**config.mk**
```make
export PLATFORM = sky130hd
export DESIGN_NAME = fsm_debouncer
export DESIGN_NICKNAME = d
export VERILOG_FILES = /design/src/rtl/fsm_debouncer_pkg.sv /design/src/rtl/fsm_debouncer_sample_tick_gen.sv /design/src/rtl/fsm_debouncer.sv
export SDC_FILE = /design/constraint.sdc
export NUM_CORES = 1
export LEC_CHECK = 0
export ABC_AREA = 1
export BUFFER_PORTS_ARGS = -buffer_cell sky130_fd_sc_hd__buf_2
export CAP_MARGIN = 20
export CORE_MARGIN = 1.5
export CORE_UTILIZATION = 55
export CTS_BUF_LIST = sky130_fd_sc_hd__clkbuf_4
export DETAILED_ROUTE_END_ITERATION = 12
export PLACE_DENSITY_LB_ADDON = 0.12
export SYNTH_ARGS = -nofsm -noshare
export SYNTH_HDL_FRONTEND = slang
export SYNTH_SLANG_ARGS = --single-unit
```
**constraint.sdc**
```tcl
create_clock -name clk -period 1.75 [get_ports clk]
set_input_delay 0.2625 -clock clk [delete_from_list [all_inputs] [get_ports clk]]
set_output_delay 0.2625 -clock clk [all_outputs]
set_load 0.03 [all_outputs]
```
**src/rtl/fsm_debouncer_pkg.sv**
```systemverilog
`default_nettype none
// ============================================================================
// Module      : debouncer_pkg
// Description : Shared types and default constants for the push-button
//               debouncer and its sample-strobe generator.
// Contents    : state_t debounce states, DEF_* parameter defaults, max2().
// Revision    : 1.0 - initial release
// ============================================================================
package debouncer_pkg;

  typedef enum logic [1:0] {
    LOW       = 2'd0,
    WAIT_HIGH = 2'd1,
    HIGH      = 2'd2,
    WAIT_LOW  = 2'd3
  } state_t;

  // 1 ms sample period at 100 MHz, 10 ms of stability to accept an edge.
  localparam int DEF_SAMPLE_DIV     = 100000;
  localparam int DEF_STABLE_SAMPLES = 10;
  localparam int DEF_REPEAT_DELAY   = 500;
  localparam int DEF_REPEAT_PERIOD  = 100;

  function automatic int max2(input int a, input int b);
    return (a > b) ? a : b;
  endfunction

endpackage
`default_nettype wire

```
**src/rtl/fsm_debouncer_sample_tick_gen.sv**
```systemverilog
`default_nettype none
// ============================================================================
// Module      : sample_tick_gen
// Description : Free-running mod-DIV counter producing a one-clock strobe
//               when the count equals DIV-1. Never paused; also usable as a
//               display-multiplex tick.
// Ports       : clk  - system clock (posedge)
//               rst  - asynchronous active-low reset (0 = reset)
//               samp - one-clock strobe every DIV clocks
// Revision    : 1.0 - initial release
// ============================================================================
module sample_tick_gen
  import debouncer_pkg::*;
#(
  parameter int DIV = DEF_SAMPLE_DIV
) (
  input  logic clk,
  input  logic rst,
  output logic samp
);

  localparam int              c_cw   = (DIV > 1) ? $clog2(DIV) : 1;
  localparam logic [c_cw-1:0] c_last = c_cw'(DIV - 1);

  logic [c_cw-1:0] r_cnt;

  always_ff @(posedge clk or negedge rst) begin
    if (!rst) begin
      r_cnt <= '0;
    end else if (r_cnt == c_last) begin
      r_cnt <= '0;
    end else begin
      r_cnt <= r_cnt + c_cw'(1);
    end
  end

  // Decoded straight from the count so the strobe lines up with the wrap.
  assign samp = (r_cnt == c_last);

endmodule
`default_nettype wire

```
**src/rtl/fsm_debouncer.sv**
```systemverilog
`default_nettype none
// ============================================================================
// Module      : fsm_debouncer
// Description : Push-button cleaner: 2-FF synchronizer, periodic sample
//               strobe and a 4-state debounce FSM. Produces a stable level
//               and a one-clock tick per accepted press.
// Options     : `define FSM_DEBOUNCER_AUTOREPEAT_EN adds auto-repeat ticks
//               while the button is held (REPEAT_DELAY / REPEAT_PERIOD, in
//               sample strobes).
// Ports       : clk      - system clock (posedge)
//               rst      - asynchronous active-low reset (0 = reset)
//               btn      - raw asynchronous button, active-high
//               db_level - debounced level
//               db_tick  - one-clock pulse per accepted press / repeat
// Revision    : 1.0 - initial release
// ============================================================================
module fsm_debouncer
  import debouncer_pkg::*;
#(
  parameter int SAMPLE_DIV     = DEF_SAMPLE_DIV,
  parameter int STABLE_SAMPLES = DEF_STABLE_SAMPLES,
  parameter int REPEAT_DELAY   = DEF_REPEAT_DELAY,
  parameter int REPEAT_PERIOD  = DEF_REPEAT_PERIOD
) (
  input  logic clk,
  input  logic rst,
  input  logic btn,
  output logic db_level,
  output logic db_tick
);

  // Parameter range guards (elaboration time only).
  if (SAMPLE_DIV < 2) begin : g_chk_sample_div
    $error("fsm_debouncer: SAMPLE_DIV must be >= 2");
  end
  if (STABLE_SAMPLES < 1) begin : g_chk_stable
    $error("fsm_debouncer: STABLE_SAMPLES must be >= 1");
  end
  if (REPEAT_DELAY < 1 || REPEAT_PERIOD < 1) begin : g_chk_repeat
    $error("fsm_debouncer: REPEAT_DELAY and REPEAT_PERIOD must be >= 1");
  end

  localparam int              c_sw          = $clog2(STABLE_SAMPLES + 1);
  localparam logic [c_sw-1:0] c_stable_last = c_sw'(STABLE_SAMPLES - 1);

  // --------------------------------------------------------------------------
  // Synchronizer
  // --------------------------------------------------------------------------
  logic r_sync1;
  logic r_sync2;
  logic w_btn_s;

  always_ff @(posedge clk or negedge rst) begin
    if (!rst) begin
      r_sync1 <= 1'b0;
      r_sync2 <= 1'b0;
    end else begin
      r_sync1 <= btn;
      r_sync2 <= r_sync1;
    end
  end

  assign w_btn_s = r_sync2;

  // --------------------------------------------------------------------------
  // Sample strobe
  // --------------------------------------------------------------------------
  logic w_samp;

  sample_tick_gen #(
    .DIV (SAMPLE_DIV)
  ) u_sample_tick_gen (
    .clk  (clk),
    .rst  (rst),
    .samp (w_samp)
  );

  // --------------------------------------------------------------------------
  // Debounce FSM
  // --------------------------------------------------------------------------
  state_t          r_state;
  state_t          w_state_nxt;
  logic [c_sw-1:0] r_cnt;
  logic [c_sw-1:0] w_cnt_nxt;
  logic            r_level;
  logic            r_tick;
  logic            w_press;
  logic            w_tick_nxt;

  always_comb begin
    w_state_nxt = r_state;
    w_cnt_nxt   = r_cnt;
    case (r_state)
      LOW: begin
        if (w_btn_s) begin
          w_state_nxt = WAIT_HIGH;
          w_cnt_nxt   = '0;
        end
      end
      WAIT_HIGH: begin
        // A bounce is checked first so it beats a coincident strobe.
        if (!w_btn_s) begin
          w_state_nxt = LOW;
        end else if (w_samp) begin
          if (r_cnt == c_stable_last) begin
            w_state_nxt = HIGH;
          end else begin
            w_cnt_nxt = r_cnt + c_sw'(1);
          end
        end
      end
      HIGH: begin
        if (!w_btn_s) begin
          w_state_nxt = WAIT_LOW;
          w_cnt_nxt   = '0;
        end
      end
      WAIT_LOW: begin
        if (w_btn_s) begin
          w_state_nxt = HIGH;
        end else if (w_samp) begin
          if (r_cnt == c_stable_last) begin
            w_state_nxt = LOW;
          end else begin
            w_cnt_nxt = r_cnt + c_sw'(1);
          end
        end
      end
      default: begin
        w_state_nxt = LOW;
        w_cnt_nxt   = '0;
      end
    endcase
  end

  // Only the WAIT_HIGH -> HIGH edge is a new press; WAIT_LOW -> HIGH is a
  // release glitch and stays silent.
  assign w_press = (r_state == WAIT_HIGH) && (w_state_nxt == HIGH);

`ifdef FSM_DEBOUNCER_AUTOREPEAT_EN
  // --------------------------------------------------------------------------
  // Auto-repeat: counts strobes while HIGH. The first repeat comes after
  // REPEAT_DELAY strobes, later ones every REPEAT_PERIOD strobes. State is
  // held across a release glitch (WAIT_LOW) and cleared once released.
  // --------------------------------------------------------------------------
  localparam int              c_rw           = $clog2(max2(REPEAT_DELAY, REPEAT_PERIOD) + 1);
  localparam logic [c_rw-1:0] c_delay_last   = c_rw'(REPEAT_DELAY - 1);
  localparam logic [c_rw-1:0] c_period_last  = c_rw'(REPEAT_PERIOD - 1);

  logic [c_rw-1:0] r_rep;
  logic [c_rw-1:0] w_rep_nxt;
  logic            r_rep_armed;
  logic            w_rep_armed_nxt;
  logic            w_rep_fire;

  always_comb begin
    w_rep_nxt       = r_rep;
    w_rep_armed_nxt = r_rep_armed;
    w_rep_fire      = 1'b0;
    case (r_state)
      HIGH: begin
        // A strobe coinciding with the release does not count.
        if (w_samp && (w_state_nxt == HIGH)) begin
          if (r_rep == (r_rep_armed ? c_period_last : c_delay_last)) begin
            w_rep_fire      = 1'b1;
            w_rep_nxt       = '0;
            w_rep_armed_nxt = 1'b1;
          end else begin
            w_rep_nxt = r_rep + c_rw'(1);
          end
        end
      end
      WAIT_LOW: begin
        w_rep_nxt       = r_rep;
        w_rep_armed_nxt = r_rep_armed;
      end
      default: begin
        w_rep_nxt       = '0;
        w_rep_armed_nxt = 1'b0;
      end
    endcase
  end

  always_ff @(posedge clk or negedge rst) begin
    if (!rst) begin
      r_rep       <= '0;
      r_rep_armed <= 1'b0;
    end else begin
      r_rep       <= w_rep_nxt;
      r_rep_armed <= w_rep_armed_nxt;
    end
  end

  assign w_tick_nxt = w_press | w_rep_fire;
`else
  assign w_tick_nxt = w_press;
`endif

  always_ff @(posedge clk or negedge rst) begin
    if (!rst) begin
      r_state <= LOW;
      r_cnt   <= '0;
      r_level <= 1'b0;
      r_tick  <= 1'b0;
    end else begin
      r_state <= w_state_nxt;
      r_cnt   <= w_cnt_nxt;
      // Registered from the next state so the level tracks r_state exactly.
      r_level <= (w_state_nxt == HIGH) || (w_state_nxt == WAIT_LOW);
      r_tick  <= w_tick_nxt;
    end
  end

  assign db_level = r_level;
  assign db_tick  = r_tick;

endmodule
`default_nettype wire
```
# == Word level (Yosys, flattened, before mapping) ==
# Cells that the tools add are included.
# op_classes
order_cmp,0
reduce_logical,4
n_shift,0
n_div,0
mul,0
n_eq_ne,11
n_bitwise,0
addsub,2
mux,17
# op_table
operator,n
$mux 4,6
$add 17x1->17 const B,1
$eq 17x17->1 const B,1
$mux 17,1
$mux 2,8
$pmux 4 s4,1
$eq 2x2->1 const B,4
$ne 2x2->1 const B,4
$pmux 2 s4,1
$add 4x1->4 const B,1
$eq 4x4->1 const B,1
$reduce_and 4->1,1
$eq 2x1->1 const B,1
$logic_not 2->1,1
$logic_and 1x1->1,1
$logic_or 1x1->1,1
# totals
romBits,0
latch_bits,0
input_bits,3
ff_bits,27
ram_bits,0
word_cells,41
mem_count,0
output_inout_bits,2

# == Depth between registers and ports, before layout ==
# depth
depth_word,7
ltp_mapped,9
mapped_depth_nobuf,9

# == By module ==
# Synthesis repeated with hierarchy kept, for this count alone.
# unflattened
cells_unflattened,195
area_unflattened_um2,1453.9
# modules_own_cells
module,instances,cells_each,seq_area_each_um2,area_each_um2
sample_tick_gen,1,138,425.4,978.4
fsm_debouncer,1,57,250.2,475.5

# == Worst setup path after synthesis ==
# Ideal clock, no wire load.
# synth_timing
path_type,register to register
from,reg r_state[1]
to,reg r_cnt[2]
period_less_slack_ns,1.267
arrival_ns,1.150
setup_ns,0.117
stages_incl_launch_ff,8
path_buffers,0
slack_ns,0.483
t_required_ns,1.633
cell_sequence,dfrtp_1 > or2_1 > nand2_1 > nor2_1 > nand3_2 > nand2_2 > nand2_1 > nand2_1
# synth_between
elab_chain_len,3
word_cells_on_any_way,10
classes_between,7 x eq/ne; 1 x mux; 2 x reduce/logical
# synth_rtl
element,line,rtl
start: declaration,fsm_debouncer.sv:81,state_t r_state;
start signal: assignment,fsm_debouncer.sv:206,r_state <= w_state_nxt;
$eq 2x2->1 (tied with other cells),fsm_debouncer.sv:93,case (r_state)
$ne 2x2->1 (no source line),-,
$reduce_and 4->1 (no source line),-,
end signal: assignment,fsm_debouncer.sv:207,r_cnt <= w_cnt_nxt;
end: declaration,fsm_debouncer.sv:83,logic [c_sw-1:0] r_cnt;
# Several ways; a longest one is shown, not always the timed one.
# A chain may end at the register's enable or synchronous reset.

# == Worst setup path after layout ==
# layout_timing
from,reg u_sample_tick_gen.r_cnt[0]
to,reg u_sample_tick_gen.r_cnt[14]
# layout_between
elab_chain_len,2
word_cells_on_any_way,3
classes_between,1 x add/sub; 1 x eq/ne; 1 x mux
# layout_rtl
element,line,rtl
start: declaration,fsm_debouncer_sample_tick_gen.sv:25,logic [c_cw-1:0] r_cnt;
start signal: assignment,fsm_debouncer_sample_tick_gen.sv:33,r_cnt <= r_cnt + c_cw'(1);
$add 17x1->17 or $eq 17x17->1 (tied branches),"fsm_debouncer_sample_tick_gen.sv:33, fsm_debouncer_sample_tick_gen.sv:30",
$mux 17 *,fsm_debouncer_sample_tick_gen.sv:30,end else if (r_cnt == c_last) begin
# Mark *: on every way between the ends. The rest lies on a longest branch, timed or not.

==> flow_summary.yaml <==
worst_setup_path:
  path_cells: "ha_1 -> nand3_2 -> nor2_1 -> nand4_1 -> xor2_1"
  max_stage_delay_ps: 410
  critPathRequiredTime_ps: 1960
  cp-start-kind: "flip-flop"
  regToRegSetupSlack_ps: 310
  endpoint_kind: "flip-flop"
  critPathMaxFanout: 6
  crit_path_top_delay_cell: "dfrtp_1"
  critical_path_arrival_ps: 1640
  worstSetupPathType: "reg2reg"
  r2r-start: "u_sample_tick_gen.r_cnt[0]"
  startpoint: "u_sample_tick_gen.r_cnt[0]"
global_routing:
  grt_pass1_vias: 1104
  grt_overflow: 0
  grt_pass1_wl_um: 4730
  grt_usage_pct: 22.3
  grt_max_degree: 27
  antenna_found_initial: 0
yosys:
  async_reset_ff_share_pct: 100
  synth_cell_types: 21
  ys_seq_area_share_pct: 45.0
  synth-edff-count: 0
  synth_top_area_cell: "dfrtp_1"
  synthFlopType: "dfrtp_1"
  syn-num-nets: 195
  syn_inst: 189
  synthTopCellsByArea: "dfrtp_1 45%, nand2_1 11%, nor2_1 6.7%"
  syn_avg_cell_area_um2: 7.65
  synth_area_mm2: 0.00145
  ys_ff_latch: 26
  synth_warnings: 0
  synth_top_cell_area_share_pct: 45.0
pwr:
  leakage_nw: 0.751
  pwr_density_cell_mw_per_mm2: 611
  irDropWorstVdd_uv: 551
routing:
  drtIter0Drc: 37
  drt-total-wl_um: 2770
  route.met3.wl_um: 90
  drtPass1Iterations: 4
  drcViolationCount: 0
  via_per_inst: 5.25
  dr_wl_met2_um: 1310
  top_layer: "met4"
  wl_met1_um: 1320
  vias: 1197
  wire_per_inst_um: 12.1
  drtAntennaViolNets: 0
clock_tree:
  clkSinkCount: 26
  clockBufferDepth: 2
  insertion_delay_ps: 330
  cts_setup_buffers: 0
  clkSlewWorstSetupHoldPaths_ps: 140
  cts.repair.resized: 0
  cts_buffers: 3
  cts_tree: "built"
  ctsHoldBuffers: 1
  cts_root_buffer: "clkbuf_4"
  htreeDepth: 1
min_path:
  hp-class: "in2reg"
  min_from: "btn"
sta:
  slew_headroom_pct: 62.1
  setup_viol: 0
  hold_ws_ps: 26.0
  finalCritPeriodShare_pct: 82.0
  tightest_slew_ps: 568
  rsz0062_at_grt: "no"
  fin_tns_setup_ps: 0
  drv_slew: 0
  fmax_mhz: 697
  skew_ps: 15.2
  min_period_ps: 1440
  hold_violations: 0
  final.setup.worst_slack_ps: 315
job:
  maxCapViolations: 0
floorplanning:
  io_pins: 5
  dieArea_mm2: 0.00295
  rows: 18
  die_h_um: 54.3
  start_util_pct: 58.4
  die_w_um: 54.3
  core_mm2: 0.00248
final_layout:
  num_antenna_cells: 0
  nFillCells: 224
  drive_above_1_share_pct: 16.7
  seq_area_um2: 651
  multiInputGateArea_um2: 679
  syn2layout_area_growth_pct: 6.49
  nNetsFinal: 205
placement:
  place_congestion: 0.948
  place_worst_setup_slack_ps: 360
  place_hpwl_um: 2180
  place.port_buffers: 4
outcome:
  status: "completed"
[worst max-delay path: cells and delay by family (launching register included)]
kind / cells / cell delay [ps]
flip-flops: 1 / 410
XOR/XNOR: 1 / 180
adder cells (fa/ha/maj): 1 / 210
AND/OR/NAND/NOR: 3 / 520
[power breakdown]
group          total, mW  internal (mW)  switching [mW]
clock network      0.257         0.0838           0.173
logic             0.0547         0.0203          0.0343
registers          0.630          0.614          0.0153
total              0.941          0.718           0.222
[sequential cells by signal, indices dropped and copies added, names as in the netlist]
signal	cells
r_cnt	4
u_sample_tick_gen.r_cnt	17
r_sync1	1
r_sync2	1
r_state	2
db_tick	1
[per-stage QoR]
step,instances,utilization (%),power [mW],instance area (µm²)
2_1_floorplan,189,-,0.669,1450
3_3_place_gp,223,60.7,0.690,1500
3_5_place_dp,223,60.7,0.696,1500
4_1_cts,228,62.2,0.959,1540
5_1_grt,228,62.2,0.989,1540
6_report,228,62.2,0.941,1540
[synthesized netlist by cell type (3+ instances only)]
library cell   n
nand2_1       43
dfrtp_1       26
nor2_1        26
inv_1         23
nand3_1       11
inv_2          8
nor3_1         8
nor2_2         7
xor2_1         7
nand4_1        6
a21oi_1        3
ha_1           3
nand2_2        3
nand3_2        3
o21ai_1        3
[placed cells by master, fill, tap and decap left out, types with 2 or more instances in the layout]
master    synthesis  final
a21oi_1           3      3
nand4_1           6      6
nand3_2           3      3
nand3_1          11     11
inv_1            23     23
xor2_1            7      7
ha_1              3      3
nand2_2           3      3
nor3_2            2      2
o21ai_0           2      2
or2_2             2      2
nor2_2            7      7
dfrtp_1          26     26
nand2_1          43     43
o21ai_1           3      3
buf_2             0      4
clkbuf_4          0      3
inv_2             8      8
nor2_1           26     26
nor3_1            8      8
[area by class of cell]
class	instances	area share (%)
tap	30	2.44
inverter	31	7.55
sequential	26	42.2
clock buffer	3	1.46
timing repair buffer	5	1.95
clock inverter	1	0.244
multi-input combinational	132	44.1
[cells by family after synthesis]
logic type               count (synthesis)  synth area share, %
AND/OR/NAND/NOR                        114                 37.4
buffers and inverters                   31                 8.04
flip-flops                              26                 45.0
AO/OA/AOI/OAI                            8                 2.77
XOR/XNOR                                 7                 4.24
adder cells (fa/ha/maj)                  3                 2.60
[routing by layer]
layer / vias up / global-route usage [%]
li1: 608 / -
met1: 567 / 30.1
met2: 17 / 35.3
met3: 5 / 4.10
met4: 0 / 9.17
met5: - / 0
[final timing paths]
kind,endpoint,depth (start not counted)
worst max-delay path,u_sample_tick_gen.r_cnt[14],5
worst min-delay path,r_sync1,1
worst max register to register,u_sample_tick_gen.r_cnt[14],5
worst min register to register,r_sync2,0
max in group asynchronous,u_sample_tick_gen.r_cnt[9],2
min in group asynchronous,r_cnt[1],2
No activity file was read; power rests on OpenSTA's default activity.
